<file path="src/rtl/key_warm.sv">
// Iterative AES-128 key schedule: advances the round key one expansion round per enabled
// cycle and holds the final (round 10) key for the inverse cipher.
module key_warm #(
    parameter int unsigned ROUND_COUNT = 10
) (
    input  logic         clk,
    input  logic         rst,
    input  logic [127:0] key,
    input  logic         warm_key,
    output logic [127:0] key_round
);

    localparam logic [3:0] RoundMax = 4'(ROUND_COUNT);

    localparam logic [7:0] SBOX [0:255] = '{
        8'h63, 8'h7c, 8'h77, 8'h7b, 8'hf2, 8'h6b, 8'h6f, 8'hc5,
        8'h30, 8'h01, 8'h67, 8'h2b, 8'hfe, 8'hd7, 8'hab, 8'h76,
        8'hca, 8'h82, 8'hc9, 8'h7d, 8'hfa, 8'h59, 8'h47, 8'hf0,
        8'had, 8'hd4, 8'ha2, 8'haf, 8'h9c, 8'ha4, 8'h72, 8'hc0,
        8'hb7, 8'hfd, 8'h93, 8'h26, 8'h36, 8'h3f, 8'hf7, 8'hcc,
        8'h34, 8'ha5, 8'he5, 8'hf1, 8'h71, 8'hd8, 8'h31, 8'h15,
        8'h04, 8'hc7, 8'h23, 8'hc3, 8'h18, 8'h96, 8'h05, 8'h9a,
        8'h07, 8'h12, 8'h80, 8'he2, 8'heb, 8'h27, 8'hb2, 8'h75,
        8'h09, 8'h83, 8'h2c, 8'h1a, 8'h1b, 8'h6e, 8'h5a, 8'ha0,
        8'h52, 8'h3b, 8'hd6, 8'hb3, 8'h29, 8'he3, 8'h2f, 8'h84,
        8'h53, 8'hd1, 8'h00, 8'hed, 8'h20, 8'hfc, 8'hb1, 8'h5b,
        8'h6a, 8'hcb, 8'hbe, 8'h39, 8'h4a, 8'h4c, 8'h58, 8'hcf,
        8'hd0, 8'hef, 8'haa, 8'hfb, 8'h43, 8'h4d, 8'h33, 8'h85,
        8'h45, 8'hf9, 8'h02, 8'h7f, 8'h50, 8'h3c, 8'h9f, 8'ha8,
        8'h51, 8'ha3, 8'h40, 8'h8f, 8'h92, 8'h9d, 8'h38, 8'hf5,
        8'hbc, 8'hb6, 8'hda, 8'h21, 8'h10, 8'hff, 8'hf3, 8'hd2,
        8'hcd, 8'h0c, 8'h13, 8'hec, 8'h5f, 8'h97, 8'h44, 8'h17,
        8'hc4, 8'ha7, 8'h7e, 8'h3d, 8'h64, 8'h5d, 8'h19, 8'h73,
        8'h60, 8'h81, 8'h4f, 8'hdc, 8'h22, 8'h2a, 8'h90, 8'h88,
        8'h46, 8'hee, 8'hb8, 8'h14, 8'hde, 8'h5e, 8'h0b, 8'hdb,
        8'he0, 8'h32, 8'h3a, 8'h0a, 8'h49, 8'h06, 8'h24, 8'h5c,
        8'hc2, 8'hd3, 8'hac, 8'h62, 8'h91, 8'h95, 8'he4, 8'h79,
        8'he7, 8'hc8, 8'h37, 8'h6d, 8'h8d, 8'hd5, 8'h4e, 8'ha9,
        8'h6c, 8'h56, 8'hf4, 8'hea, 8'h65, 8'h7a, 8'hae, 8'h08,
        8'hba, 8'h78, 8'h25, 8'h2e, 8'h1c, 8'ha6, 8'hb4, 8'hc6,
        8'he8, 8'hdd, 8'h74, 8'h1f, 8'h4b, 8'hbd, 8'h8b, 8'h8a,
        8'h70, 8'h3e, 8'hb5, 8'h66, 8'h48, 8'h03, 8'hf6, 8'h0e,
        8'h61, 8'h35, 8'h57, 8'hb9, 8'h86, 8'hc1, 8'h1d, 8'h9e,
        8'he1, 8'hf8, 8'h98, 8'h11, 8'h69, 8'hd9, 8'h8e, 8'h94,
        8'h9b, 8'h1e, 8'h87, 8'he9, 8'hce, 8'h55, 8'h28, 8'hdf,
        8'h8c, 8'ha1, 8'h89, 8'h0d, 8'hbf, 8'he6, 8'h42, 8'h68,
        8'h41, 8'h99, 8'h2d, 8'h0f, 8'hb0, 8'h54, 8'hbb, 8'h16
    };

    function automatic logic [7:0] rcon(input logic [3:0] r);
        logic [7:0] c;
        case (r)
            4'd0:    c = 8'h01;
            4'd1:    c = 8'h02;
            4'd2:    c = 8'h04;
            4'd3:    c = 8'h08;
            4'd4:    c = 8'h10;
            4'd5:    c = 8'h20;
            4'd6:    c = 8'h40;
            4'd7:    c = 8'h80;
            4'd8:    c = 8'h1b;
            4'd9:    c = 8'h36;
            default: c = 8'h00;
        endcase
        return c;
    endfunction

    logic [127:0] key_round_q, key_round_d;
    logic [3:0]   rnd_q, rnd_d;
    logic [127:0] src;
    logic [31:0]  w0, w1, w2, w3, rot, sub, t, n0, n1, n2, n3;

    // Round 1 expands from the external key; later rounds chain from the register.
    always_comb begin
        src = (rnd_q == 4'd0) ? key : key_round_q;
        w0  = src[127:96];
        w1  = src[95:64];
        w2  = src[63:32];
        w3  = src[31:0];
        rot = {w3[23:0], w3[31:24]};
        sub = {SBOX[rot[31:24]], SBOX[rot[23:16]], SBOX[rot[15:8]], SBOX[rot[7:0]]};
        t   = sub ^ {rcon(rnd_q), 24'h0};
        n0  = w0 ^ t;
        n1  = w1 ^ n0;
        n2  = w2 ^ n1;
        n3  = w3 ^ n2;
    end

    always_comb begin
        key_round_d = key_round_q;
        rnd_d       = rnd_q;
        if (!warm_key) begin
            rnd_d = 4'd0;
        end else if (rnd_q < RoundMax) begin
            key_round_d = {n0, n1, n2, n3};
            rnd_d       = rnd_q + 4'd1;
        end
    end

    always_ff @(posedge clk) begin
        if (rst) begin
            key_round_q <= '0;
            rnd_q       <= 4'd0;
        end else begin
            key_round_q <= key_round_d;
            rnd_q       <= rnd_d;
        end
    end

    assign key_round = key_round_q;

endmodule

</file>
<file path="config.mk">
export PLATFORM = sky130hd
export DESIGN_NAME = key_warm
export DESIGN_NICKNAME = d
export VERILOG_FILES = /design/src/rtl/key_warm.sv
export SDC_FILE = /design/constraint.sdc
export NUM_CORES = 1
export LEC_CHECK = 0
export ABC_AREA = 1
export CAP_MARGIN = 40
export CORE_ASPECT_RATIO = 1.5
export CORE_MARGIN = 5
export CORE_UTILIZATION = 35
export DETAILED_ROUTE_END_ITERATION = 10
export SETUP_SLACK_MARGIN = 0.02
export SYNTH_ARGS = -nofsm -noshare
export SYNTH_HDL_FRONTEND = slang
export SYNTH_SLANG_ARGS = --single-unit
</file>
<file path="constraint.sdc">
create_clock -name clk -period 3.05 [get_ports clk]
set_input_delay 0.305 -clock clk [delete_from_list [all_inputs] [get_ports clk]]
set_output_delay 0.305 -clock clk [all_outputs]
set_load 0.1 [all_outputs]
</file>
Word-level counts from Yosys, hierarchy flattened

Memory sizes are Yosys's and may differ from the RTL's. A register that Yosys moved wholly into a read port is not among the register bits.
Cells that the tools add are included.

Flip-flop bits (word level): 132
Bits in read-only memories: 8,320
Memories: 5

Memory list:

| memory           | depth | bits a word | read ports | clocked after Yosys merged registers in | wr ports | RTL line | text |
|---|---|---|---|---|---|---|---|
| (name not given) | 256   | 8           | 1          | 0                                       | 0        | 81       | `sub = {SBOX[rot[31:24]], SBOX[rot[23:16]], SBOX[rot[15:8]], SBOX[rot[7:0]]};` |
| (name not given) | 256   | 8           | 1          | 0                                       | 0        | 81       |  |
| (name not given) | 256   | 8           | 1          | 0                                       | 0        | 81       |  |
| (name not given) | 256   | 8           | 1          | 0                                       | 0        | 81       |  |
| (name not given) | 16    | 8           | 1          | 1                                       | 0        | 52       | `case (r)` |

Add/sub/neg operators: 1
$lt $le $gt $ge: 5
Muxes and demuxes: 11
Bitwise gates (word level): 10
Reductions and logical operators: 3

Operator list:

| kind                                                           | count |
|---|---|
| 32-bit bitwise XOR                                             | 5 |
| 128-bit 2-to-1 mux                                             | 1 |
| 8-bit 2-to-1 mux                                               | 8 |
| 9-bit greater-or-equal comparator (second input constant)      | 4 |
| 8-bit inverter with 9-bit output                               | 4 |
| 4-bit 2-to-1 mux                                               | 2 |
| 4-bit by 1-bit adder with 4-bit output (second input constant) | 1 |
| 4-bit logical NOT                                              | 1 |
| 4-bit less-than comparator (second input constant)             | 1 |
| 2-bit AND reduction                                            | 1 |
| 2-bit OR reduction                                             | 1 |
| 1-bit inverter                                                 | 1 |

Logic depth before layout (Yosys ltp)

Depth in word-level cells: 11
Depth in mapped cells: 28
Depth with buffers taken out: 26

Worst setup path after synthesis

No wires, ideal clock.

Path type: register to register
From: register key_round_q[25] (netlist: key_round[25])
To: register key_round_q[0] (netlist: key_round[0])
Arrival time: 3.250 ns
Data required time: 2.941 ns
Path slack: -0.309 ns
Stages on the path, launching flop included: 24
Path buffers: 0
Cell sequence: dfxtp_1 -> inv_1 -> nand2_1 -> nand2_2 -> inv_1 -> ha_1 -> inv_1 -> nand2_1 -> nand2_1 -> inv_1 -> nor2_1 -> nand2_1 -> nand3_1 -> nand3_1 -> nand3_1 -> nand2_1 -> nand2_1 -> nand3_1 -> nand3_1 -> nand2_1 -> nand2_1 -> nand3_1 -> nand2_1 -> inv_1

Longest elaborated chain between the ends: 10

RTL lines:

| what                                                   | RTL line | text |
|---|---|---|
| start, declared                                        | 68       | `logic [127:0] key_round_q, key_round_d;` |
| start signal, assigned                                 | 105      | `key_round_q <= key_round_d;` |
| 128-bit 2-to-1 mux                                     | 75       | `src = (rnd_q == 4'd0) ? key : key_round_q;` |
| 8-bit inverter with 9-bit output (implied by the code) | 81       |  |
| memory 256 x 8 bit                                     | n/a      |  |
| 8-bit 2-to-1 mux (implied by the code) (2 in a row)    | 81       |  |
| 32-bit bitwise XOR                                     | 82       | `t = sub ^ {rcon(rnd_q), 24'h0};` |
| 32-bit bitwise XOR                                     | 83       | `n0 = w0 ^ t;` |
| 32-bit bitwise XOR                                     | 84       | `n1 = w1 ^ n0;` |
| 32-bit bitwise XOR                                     | 85       | `n2 = w2 ^ n1;` |
| 32-bit bitwise XOR                                     | 86       | `n3 = w3 ^ n2;` |

No other way between the ends. The select of a mux whose other input is x is not followed.
A chain may end at the register's enable or synchronous reset.

Final worst setup path

From: register rnd_q[0]
To: register key_round_q[2] (netlist: key_round[2])

Longest elaborated chain between the ends: 11
Elaborated cells between the ends (all ways): 13
Classes of those cells: order compare: 1; mux: 3; bitwise: 6; reduce/logical: 2; memory: 1

RTL lines:

| what                                                   | RTL line | text |
|---|---|---|
| start, declared                                        | 69       | `logic [3:0] rnd_q, rnd_d;` |
| start signal, assigned                                 | 106      | `rnd_q <= rnd_d;` |
| 4-bit logical NOT                                      | 75       |  |
| 128-bit 2-to-1 mux                                     | 75       |  |
| 8-bit inverter with 9-bit output (implied by the code) | 81       |  |
| memory 256 x 8 bit                                     | n/a      |  |
| 8-bit 2-to-1 mux (implied by the code) (2 in a row)    | 81       |  |
| 32-bit bitwise XOR                                     | 82       |  |
| 32-bit bitwise XOR                                     | 83       |  |
| 32-bit bitwise XOR                                     | 84       |  |
| 32-bit bitwise XOR                                     | 85       |  |
| 32-bit bitwise XOR                                     | 86       |  |

Several ways; a longest one is shown, not always the timed one. The select of a mux whose other input is x is not followed.

==> out/qor.csv <==
stage,metric,value,unit
clock_tree,Clock Pin Slew Worst Setup and Hold Paths,0.07,ns
synth,Yosys top cell area share,31.5,%
drt,Pre-antenna DRT Iters,6,
floorplanning,DIE WIDTH,214,um
clock_tree,clk root buf,clkbuf_16,
drt,Starting DRT DRC Count,3373,
clock_tree,CTS H-tree lvls,4,
sta,setup slack after layout,-0.212,ns
placed_design,routability cong.,1.05,
cells_and_area,most frequent cells in the layout,"nand3_1, nand2_1, buf_4",
synth,Cells after Synth,4108,
synth,Netlist cell types,40,
cells_and_area,Nets,5173,
sta,hold_ws,0.307,ns
cells_and_area,fraction of layout cells with a size suffix above 1,35.3,%
floorplanning,Core Area,61900,um^2
cells_and_area,final instance area,35500,um^2
floorplanning,Initial Util,35.2,%
synth,register area share after synthesis,12.9,%
synth,"Cell Area, Synth",21800,um^2
critical_path,worst-path fanout max,10,
placed_design,input/output buffers,258,
critical_path,CP startpoint kind,flip-flop,
sta,post-layout min period,3.26,ns
synth,#FFs+latches synth,140,
sta,"Slew Viols, Final",0,
drt,vias per cell,5.71,
synth,"top cells by area, synth","nand3_1, nand2_1, dfxtp_1",
sta,RSZ-0062 raised after global routing,yes,
grt,GRT Residual Overflow,0,
power,Power Total,18.0,mW
critical_path,FF-to-FF path depth,26,
synth,asr flop ratio synth,0,%
clock_tree,clock sinks,140,
drt,via count,33186,
sta,endpoints failing setup,77,
floorplanning,# IOs,259,
power,LEAKAGE,18.2,nW
critical_path,endpoint class of the critical path,flip-flop,
placed_design,dpl cell area,30500,um^2
outcome,violated checks,setup timing,
clock_tree,Worst-Skew Late Latency,0.51,ns
synth,post-synth top area cell,nand3_1,
sta,final hold violation count,0,
cells_and_area,area grow syn2layout,63.1,%
synth,Post-synth top flop,dfxtp_1,
grt,initial antenna violation count,11,
critical_path,reg2reg start,rnd_q[0],
power,VDD IR max,392,uV
sta,fmax,0.307,GHz
clock_tree,clk buf depth,2,
outcome,outcome,finished with violations,
grt,number of global-route vias before repair,32187,
synth,Syn Nets,4291,
cells_and_area,"leading cell type in the layout, fill and taps excluded",nand3_1,
job,Max Cap Violations,0,
critical_path,FF-to-FF End,key_round[2],
synth,Synth Warn #,0,
synth,average cell area after synthesis,5.30,um^2
placed_design,hpwl dp,106000,um
floorplanning,die area,67400,um^2
sta,worst clock skew,0.0156,ns
critical_path,critical path class,flip-flop to flip-flop,
sta,final period utilization,107,%
power,PwrDens,507,nW/um^2
grt,gr usage total,39.1,%
worst_hold_path,Worst Hold Launch,rst,
critical_path,FF-to-FF setup slack,-0.21,ns
grt,first-pass GRT wire length,200000,um
drt,mean routed wirelength per cell,23.7,um
sta,Worst-Margin Slew,0.739,ns
clock_tree,cts bufs inserted,17,
critical_path,worst path arrival time,3.66,ns
drt,"antenna viol nets, final",0,
sta,max_slew headroom,50.2,%
sta,Fin Setup TNS,-6.59,ns
worst_hold_path,WHS Endpoint,key_round[40],
clock_tree,CTS tree,built,
grt,largest net degree at the start of global routing,103,
worst_hold_path,Hold WC Path Type,primary input to flip-flop,
floorplanning,Cell Rows,112,
synth,"EDFF count, synth",0,
worst_hold_path,WHS Path Cells,4,
critical_path,Crit path required time,3.45,ns
clock_tree,post-cts hold buffer count,0,
drt,Post-Route WL,138000,um
drt,# DRC,0,
floorplanning,Die H,315,um
[worst max-delay path by stage]
| stage | startpoint | endpoint | slack (ns) | depth (start not counted) |
|---|---|---|---|---|
| floorplan | rnd_q[0] | key_round[8] | 0.02 | 26 |
| global placement | key[25] | key_round[7] | -0.61 | 24 |
| detailed placement | key[25] | key_round[7] | -0.68 | 24 |
| CTS | rnd_q[1] | key_round[6] | -0.09 | 24 |
| global route | rnd_q[0] | key_round[14] | -0.39 | 24 |
| finish | rnd_q[0] | key_round[2] | -0.21 | 26 |
[critical path, stage by stage (launching register included)]
cell and delay (ns):
dfxtp_2 0.32, inv_2 0.07, ha_4 0.22, buf_12 0.16
nand3b_1 0.13, nand2_4 0.18, ha_2 0.23, inv_2 0.07
nand2_2 0.11, nand2_1 0.10, buf_4 0.17, inv_2 0.07
nand2_1 0.10, nand3_1 0.09, nand3_1 0.07, nand3_1 0.09
nand3_2 0.14, nand2_1 0.12, nand2_1 0.09, nand3_2 0.10
nand2_1 0.06, nand2_1 0.07, nand2_1 0.08, nand2_1 0.07
nand3_1 0.09, nand2_1 0.09, inv_1 0.04
[per-stage QoR]
stage	utilization, %	setup WS (ns)	std cells
3_5_place_dp	49.2	-0.682	5674
2_1_floorplan	-	0.0248	4108
5_1_grt	57.3	-0.388	5809
6_report	57.3	-0.212	5811
4_1_cts	55.5	-0.0893	5782
3_3_place_gp	48.8	-0.614	5660
[layer usage]
layer | routed length (um) | part of all wire, % | track usage (%) | up-vias
met3 | 8530 | 6.2 | 5.46 | 634
met4 | 14500 | 11 | 33.4 | 4
met5 | 21 | 0.015 | 0 | -
li1 | - | - | - | 15423
met1 | 48800 | 35 | 42.6 | 15367
met2 | 65700 | 48 | 66.0 | 1758
[cells in the mapped netlist (2+ instances only)]
library cell and n:
nand3b_1 18, a21oi_1 107, nand2_2 70, nand2_1 1129, clkbuf_1 59, buf_4 42
nand4_1 8, a31oi_1 3, xor2_1 5, inv_2 19, nand3_1 1371, o21ai_4 7
o21ai_1 29, nor3_1 4, o21ai_0 157, nor2_1 131, nand2_4 8, o211ai_1 79
inv_1 461, ha_1 52, nand3_2 15, xnor2_1 5, buf_1 16, nor2_2 3
or2_2 4, o21a_1 2, buf_2 115, mux2i_1 4, buf_6 35, dfxtp_1 140
[what timing repair did]
item / CTS / global route
pin swaps: 126 / 72
setup buffers: 63 / 19
resized for setup: 637 / 233
setup endpoints to repair: 126 / 127
cloned: 14 / 2
[power by group]
| group | switching (mW) | leakage (nW) | internal [mW] |
|---|---|---|---|
| clock | 1.03 | 0.265 | 1.13 |
| combinational | 8.56 | 16.8 | 5.00 |
| sequential | 0.247 | 1.17 | 2.06 |
| total | 9.84 | 18.2 | 8.18 |
[flip-flops by register name (all words and copies together), names as in the netlist, named ones only]
name	cells
key_round	128
rnd_q	4
[final cells by class]
cell class / instances / area [um^2]
fillers: 6312 / 26400
multi-input cells: 3225 / 18800
repair buffers: 1125 / 10500
flip-flops and latches: 140 / 2810
inverters: 481 / 1830
well taps: 798 / 998
clock buffers: 20 / 437
clock inverters: 12 / 113
diodes: 10 / 25.0
[cell families (layout without fill, tap and decap cells)]
| group | after synthesis | after routing | synth area share (%) |
|---|---|---|---|
| buffers and inverters | 749 | 1638 | 15.6 |
| adder cells (fa/ha/maj) | 52 | 52 | 2.99 |
| other | 0 | 10 | 0 |
| multiplexers | 5 | 5 | 0.236 |
| XOR/XNOR | 10 | 10 | 0.402 |
| AND/OR/NAND/NOR | 2764 | 2770 | 57.7 |
| AO/OA/AOI/OAI | 388 | 388 | 10.3 |
| flip-flops | 140 | 140 | 12.9 |
(Power assumes the default switching activity.)
